### config.mk
export PLATFORM = sky130hd
export DESIGN_NAME = tl45_decode_q
export DESIGN_NICKNAME = d
export VERILOG_FILES = /design/src/rtl/tl45_decode_q.sv
export SDC_FILE = /design/constraint.sdc
export NUM_CORES = 1
export LEC_CHECK = 0
export BUFFER_PORTS_ARGS = -buffer_cell sky130_fd_sc_hd__clkbuf_2
export CORE_ASPECT_RATIO = 1.1
export CORE_UTILIZATION = 43
export CTS_CLUSTER_DIAMETER = 150
export DETAILED_ROUTE_END_ITERATION = 12
export SYNTH_ARGS = -nofsm -noshare
export SYNTH_HDL_FRONTEND = slang
export SYNTH_SLANG_ARGS = --single-unit
### constraint.sdc
create_clock -name i_clk -period 10.2 [get_ports i_clk]
set_clock_uncertainty 0.15 [all_clocks]
set_input_delay 1.02 -clock i_clk [delete_from_list [all_inputs] [get_ports i_clk]]
set_output_delay 1.02 -clock i_clk [all_outputs]
set_load 0.01 [all_outputs]
### src/rtl/tl45_decode_q.sv
// tl45_decode_q: decodes one 32-bit TL45 instruction per cycle into a micro-op
// and buffers it in a DEPTH-entry FIFO between fetch and operand/execute.
// Both sides use valid/ready handshakes. A decode error raises a sticky, precise
// trap that captures the faulting PC and word. Only i_flush or reset clears it.
//
// Configuration macro:
//   TL45_DECODE_STRICT_EN  defined   -> full per-opcode field checking
//                          undefined -> only unknown opcodes / nonzero NOP trap
//
// Ports:
//   i_clk, i_reset_n         clock, asynchronous active-low reset
//   i_flush                  synchronous flush: empties FIFO, clears trap
//   i_valid/o_ready          fetch handshake carrying i_pc, i_inst
//   o_valid/i_ready          downstream handshake for the head entry
//   o_pc .. o_imm            decoded head entry (all zero when o_valid=0)
//   o_count                  FIFO occupancy
//   o_decode_err, o_err_pc, o_err_inst   sticky trap state
module tl45_decode_q #(
  parameter int unsigned DEPTH = 4,
  parameter int unsigned PC_W  = 32
) (
  input  logic                   i_clk,
  input  logic                   i_reset_n,
  input  logic                   i_flush,
  input  logic                   i_valid,
  output logic                   o_ready,
  input  logic [PC_W-1:0]        i_pc,
  input  logic [31:0]            i_inst,
  output logic                   o_valid,
  input  logic                   i_ready,
  output logic [PC_W-1:0]        o_pc,
  output logic [4:0]             o_opcode,
  output logic                   o_ri,
  output logic [3:0]             o_dr,
  output logic [3:0]             o_sr1,
  output logic [3:0]             o_sr2,
  output logic [31:0]            o_imm,
  output logic [$clog2(DEPTH):0] o_count,
  output logic                   o_decode_err,
  output logic [PC_W-1:0]        o_err_pc,
  output logic [31:0]            o_err_inst
);

  localparam int unsigned PTR_W = $clog2(DEPTH);
  localparam int unsigned CNT_W = PTR_W + 1;

  typedef struct packed {
    logic [PC_W-1:0] pc;
    logic [4:0]      opcode;
    logic            ri;
    logic [3:0]      dr;
    logic [3:0]      sr1;
    logic [3:0]      sr2;
    logic [31:0]     imm;
  } entry_t;

  entry_t             mem [DEPTH];
  entry_t             dec;
  entry_t             head_e;
  logic               dec_err;
  logic [PTR_W-1:0]   head;
  logic [PTR_W-1:0]   tail;
  logic [CNT_W-1:0]   count;
  logic               err;
  logic [PC_W-1:0]    err_pc;
  logic [31:0]        err_inst;
  logic               full;
  logic               accept;
  logic               push;
  logic               pop;

  // Handshake status derives from registered state only (no i_ready path).
  assign full    = (count == CNT_W'(DEPTH));
  assign o_ready = !full && !err;
  assign o_valid = (count != '0);
  assign accept  = i_valid && o_ready;
  assign push    = accept && !dec_err;
  assign pop     = o_valid && i_ready;

  // Field split, immediate resolution and register-specifier reordering.
  always_comb begin
    dec        = '0;
    dec.pc     = i_pc;
    dec.opcode = i_inst[31:27];
    dec.ri     = i_inst[26];
    dec.dr     = i_inst[23:20];
    dec.sr1    = i_inst[19:16];
    case (i_inst[25:24])
      2'b00:   dec.imm = {16'h0000, i_inst[15:0]};
      2'b01:   dec.imm = {{16{i_inst[15]}}, i_inst[15:0]};
      default: dec.imm = {i_inst[15:0], 16'h0000};
    endcase
    if (dec.opcode == 5'h0D || dec.opcode == 5'h0E) begin
      dec.sr2 = 4'hF;
    end else if (dec.opcode == 5'h13 || dec.opcode == 5'h15) begin
      // Stores carry their data register in the sr2 slot.
      dec.sr2 = i_inst[23:20];
      dec.dr  = 4'h0;
    end else if (i_inst[26]) begin
      dec.sr2 = 4'h0;
    end else begin
      dec.sr2 = i_inst[15:12];
    end
  end

  // Decode-error classification.
  always_comb begin
    dec_err = 1'b1;
`ifdef TL45_DECODE_STRICT_EN
    case (i_inst[31:27])
      5'h00:                      dec_err = (i_inst != 32'h0);
      5'h01, 5'h02, 5'h05,
      5'h0A, 5'h0B:               dec_err = i_inst[26] ? (i_inst[15:5] != '0)
                                                       : (i_inst[26:24] != 3'b000);
      5'h06, 5'h07, 5'h08:        dec_err = !i_inst[26] &&
                                            (i_inst[26:24] != 3'b000 || i_inst[11:0] != '0);
      5'h09:                      dec_err = (i_inst[26:24] != 3'b000) || (i_inst[11:0] != '0);
      5'h0C:                      dec_err = (i_inst[26:24] != 3'b101);
      5'h0D:                      dec_err = (i_inst[26:24] != 3'b000);
      5'h0E:                      dec_err = (i_inst[26:24] != 3'b000) || (i_inst[23:20] != 4'hF) ||
                                            (i_inst[19:16] != 4'h0) || (i_inst[15:0] != '0);
      5'h10:                      dec_err = (i_inst[26:24] != 3'b000) || (i_inst[19:16] != 4'h0);
      5'h11:                      dec_err = (i_inst[26:24] != 3'b000) || (i_inst[23:20] != 4'h0);
      5'h0F, 5'h12, 5'h13,
      5'h14, 5'h15:               dec_err = (i_inst[26:24] != 3'b001);
      default:                    dec_err = 1'b1;
    endcase
`else
    case (i_inst[31:27])
      5'h00:                      dec_err = (i_inst != 32'h0);
      5'h01, 5'h02, 5'h05, 5'h06,
      5'h07, 5'h08, 5'h09, 5'h0A,
      5'h0B, 5'h0C, 5'h0D, 5'h0E,
      5'h0F, 5'h10, 5'h11, 5'h12,
      5'h13, 5'h14, 5'h15:        dec_err = 1'b0;
      default:                    dec_err = 1'b1;
    endcase
`endif
  end

  // Entry storage; contents are don't-care until covered by count.
  always_ff @(posedge i_clk) begin
    if (push && !i_flush) begin
      mem[tail] <= dec;
    end
  end

  // Pointers and occupancy; flush wins over push/pop.
  always_ff @(posedge i_clk or negedge i_reset_n) begin
    if (!i_reset_n) begin
      head  <= '0;
      tail  <= '0;
      count <= '0;
    end else if (i_flush) begin
      head  <= '0;
      tail  <= '0;
      count <= '0;
    end else begin
      if (push) tail <= tail + PTR_W'(1);
      if (pop)  head <= head + PTR_W'(1);
      if (push && !pop)      count <= count + CNT_W'(1);
      else if (pop && !push) count <= count - CNT_W'(1);
    end
  end

  // Sticky trap capture.
  always_ff @(posedge i_clk or negedge i_reset_n) begin
    if (!i_reset_n) begin
      err      <= 1'b0;
      err_pc   <= '0;
      err_inst <= '0;
    end else if (i_flush) begin
      err      <= 1'b0;
      err_pc   <= '0;
      err_inst <= '0;
    end else if (accept && dec_err) begin
      err      <= 1'b1;
      err_pc   <= i_pc;
      err_inst <= i_inst;
    end
  end

  assign o_decode_err = err;
  assign o_err_pc     = err_pc;
  assign o_err_inst   = err_inst;
  assign o_count      = count;
  assign head_e       = mem[head];

  // Head data reads as zero whenever the FIFO is empty.
  always_comb begin
    o_pc     = '0;
    o_opcode = '0;
    o_ri     = 1'b0;
    o_dr     = '0;
    o_sr1    = '0;
    o_sr2    = '0;
    o_imm    = '0;
    if (o_valid) begin
      o_pc     = head_e.pc;
      o_opcode = head_e.opcode;
      o_ri     = head_e.ri;
      o_dr     = head_e.dr;
      o_sr1    = head_e.sr1;
      o_sr2    = head_e.sr2;
      o_imm    = head_e.imm;
    end
  end

endmodule

==> flow_metrics.tcl <==
set metrics [dict create \
    status "complete, no violations" \
    synth_edf_count 328 \
    routabilityCongestion 0.727 \
    cts_hold_buffers 0 \
    ir_drop_mv 0.138 \
    syn_inst 886 \
    wl_per_cell_um 21.3 \
    max-cap-violations 0 \
    initial_core_util 0.440 \
    synth-async-reset-ratio 0.180 \
    avgSynthCellArea_um2 18.0 \
    critPathMaxFanout 46 \
    worstMarginPinSlew_ns 1.01 \
    gr-usage-met3 0.0444 \
    rows 73 \
    crit_required_ns 9.03 \
    numClockSinks 400 \
    io_buffers 220 \
    period_needed_ns 4.57 \
    synth_top_area_share 0.616 \
    slew_headroom 0.326 \
    final_util 0.520 \
    design_area_um2 18900 \
    synth_area_leader_cell "edfxtp_1" \
    crit_chain "buf_4 -> mux4_2 -> and2_1 -> clkbuf_2" \
    final_common_cell "edfxtp_1" \
    rsz0062_at_grt "no" \
    finalCritPeriodShare 0.448 \
    dieArea_um2 38000 \
    drt_iter0_drc 455 \
    postCtsSetupBuffers 0 \
    path_class "reg2out" \
    fin_ws_ns 5.63 \
    post_cts_resize_count 0 \
    ys_ff_latch 400 \
    clock.fmax_ghz 0.219 \
    layout_common_cells "328 x edfxtp_1, 218 x clkbuf_2, 82 x nor2_1, 82 x mux4_2, 82 x and2_1" \
    leakage_nw 6.99 \
    critPathBufInv 2 \
    fin_nets 1187 \
    place_hpwl_mm 20.5 \
    cts_tree "built" \
    cts_root_buf "clkbuf_16" \
    core_area_um2 36400 \
    syn-cell-area_um2 16000 \
    yosys-top-cells-area "edfxtp_1 62%, mux4_2 12%, dfrtp_1 11%" \
    critPathCaptureType "primary output" \
    ys_types 43 \
    htreeDepth 2 \
    fin_setup_tns_ns 0 \
    io_pins 221 \
    synth_nets 960 \
    antenna_cells 0 \
    placed_cell_area_um2 17600 \
    powerDensity_nw_per_um2 236 \
    drive_above_1_share 0.340 \
    yosysSeqAreaShare 0.729 \
    grt_max_degree 85 \
    path_clk_slew_ns 0.06 \
    viasPerCell 5.16 \
    clk_latency_ns 0.53 \
    ys.flop_type "edfxtp_1" \
    syn_to_final_growth_pct 18.3 \
    drc 0 \
    ys_warn_count 0 \
    grt_pass1_vias 8841 \
    grt_pass1_wl_mm 53.1 \
    arrival_ns 3.40 \
    cts_max_path_buffers 3 \
    gr-usage-met1 0.248 \
    dieWidth_um 186 \
    busiest_layer "met2" \
    antenna_found_initial 3 \
    grt_use_total 0.189 \
    slowest_delay_ns 0.96 \
    hold_class "in2async" \
    cts_buffers 41 \
    gr-total-overflow 0 \
    cpLargestDelayFamily "buffers and inverters" \
    via_count 8426 \
    met2_usage 0.315 \
    finalHoldViolCount 0 \
    report.final.setup_viol 0 \
    worst_setup_path_start_kind "flip-flop" \
    ant_nets 0 \
    cpMaxStageDelayCell "dfrtp_4" \
    first_pass_iters 5 \
    wirelength_mm 34.7 \
    die_y_um 204 \
    slew_viol_final 0 \
    pre_cts_ws_ns 5.60 \
]
layer usage:
layer | vias to the layer above | part of all wire
li1 | 3823 | -
met1 | 4294 | 0.42
met2 | 250 | 0.49
met3 | 53 | 0.066
met4 | 6 | 0.020
met5 | - | 0.00098
state kept, by name (all words and copies together), names as in the netlist:
signal and cells:
mem 328, o_err_pc 32, o_count 3, head 2, o_err_inst 32, o_decode_err 1
tail 2
synthesized netlist by cell type (2+ instances only):
cell and instances:
nand2_1 44, buf_12 2, nor2_1 82, nor4_1 8, ha_1 4, nor3b_1 4, nor3_1 2, nand3_1 3
inv_1 12, and2_1 82, buf_8 4, buf_1 3, buf_2 7, nor2b_1 16, dfrtp_1 72, o311ai_0 4
xnor2_1 3, mux2i_1 65, mux4_2 82, xor2_1 3, a21oi_1 4, clkbuf_1 32, edfxtp_1 328
power breakdown:
| group | switching (mW) | internal (mW) | leakage (nW) |
|---|---|---|---|
| combinational | 0.571 | 0.484 | 2.36 |
| clock | 0.595 | 0.893 | 0.667 |
| sequential | 0.0760 | 1.85 | 3.96 |
metrics by stage:
step           hold WS, ns  total power, mW  instances
2_1_floorplan        0.392             2.64        886
3_3_place_gp         0.351             3.04       1557
3_5_place_dp         0.360             3.05       1557
4_1_cts              0.160             4.54       1632
5_1_grt              0.168             4.69       1632
6_report             0.177             4.47       1632
layout make-up:
| class | count | area, um^2 |
|---|---|---|
| clock buffers | 62 | 1200 |
| flip-flops and latches | 400 | 11700 |
| multi-input cells | 424 | 4040 |
| clock inverters | 13 | 149 |
| well taps | 487 | 609 |
| repair buffers | 234 | 1210 |
| fillers | 3088 | 17400 |
| inverters | 12 | 45.0 |
worst paths after layout:
path	cells after the start	end	start	slack, ns
setup / recovery	4	o_imm[11]	head[0]$_DFFE_PN0P_	5.63
hold / removal	1	o_err_pc[26]$_DFFE_PN0P_	i_reset_n	0.18
setup reg to reg	6	mem[1][72]$_DFFE_PP_	o_count[1]$_DFFE_PN0P_	6.83
hold reg to reg	2	o_err_inst[13]$_DFFE_PN0P_	o_err_inst[13]$_DFFE_PN0P_	0.37
max in group asynchronous	2	head[0]$_DFFE_PN0P_	i_reset_n	8.40
min in group i_clk	2	o_err_inst[13]$_DFFE_PN0P_	o_err_inst[13]$_DFFE_PN0P_	0.37
cells by family after synthesis:
logic type               count (synthesis)  synth area share
adder cells (fa/ha/maj)                  5           0.00438
AND/OR/NAND/NOR                        248            0.0777
flip-flops                             400             0.729
AO/OA/AOI/OAI                           18           0.00908
buffers and inverters                   62            0.0207
XOR/XNOR                                 6           0.00329
multiplexers                           147             0.156
(Power assumes the default switching activity.)
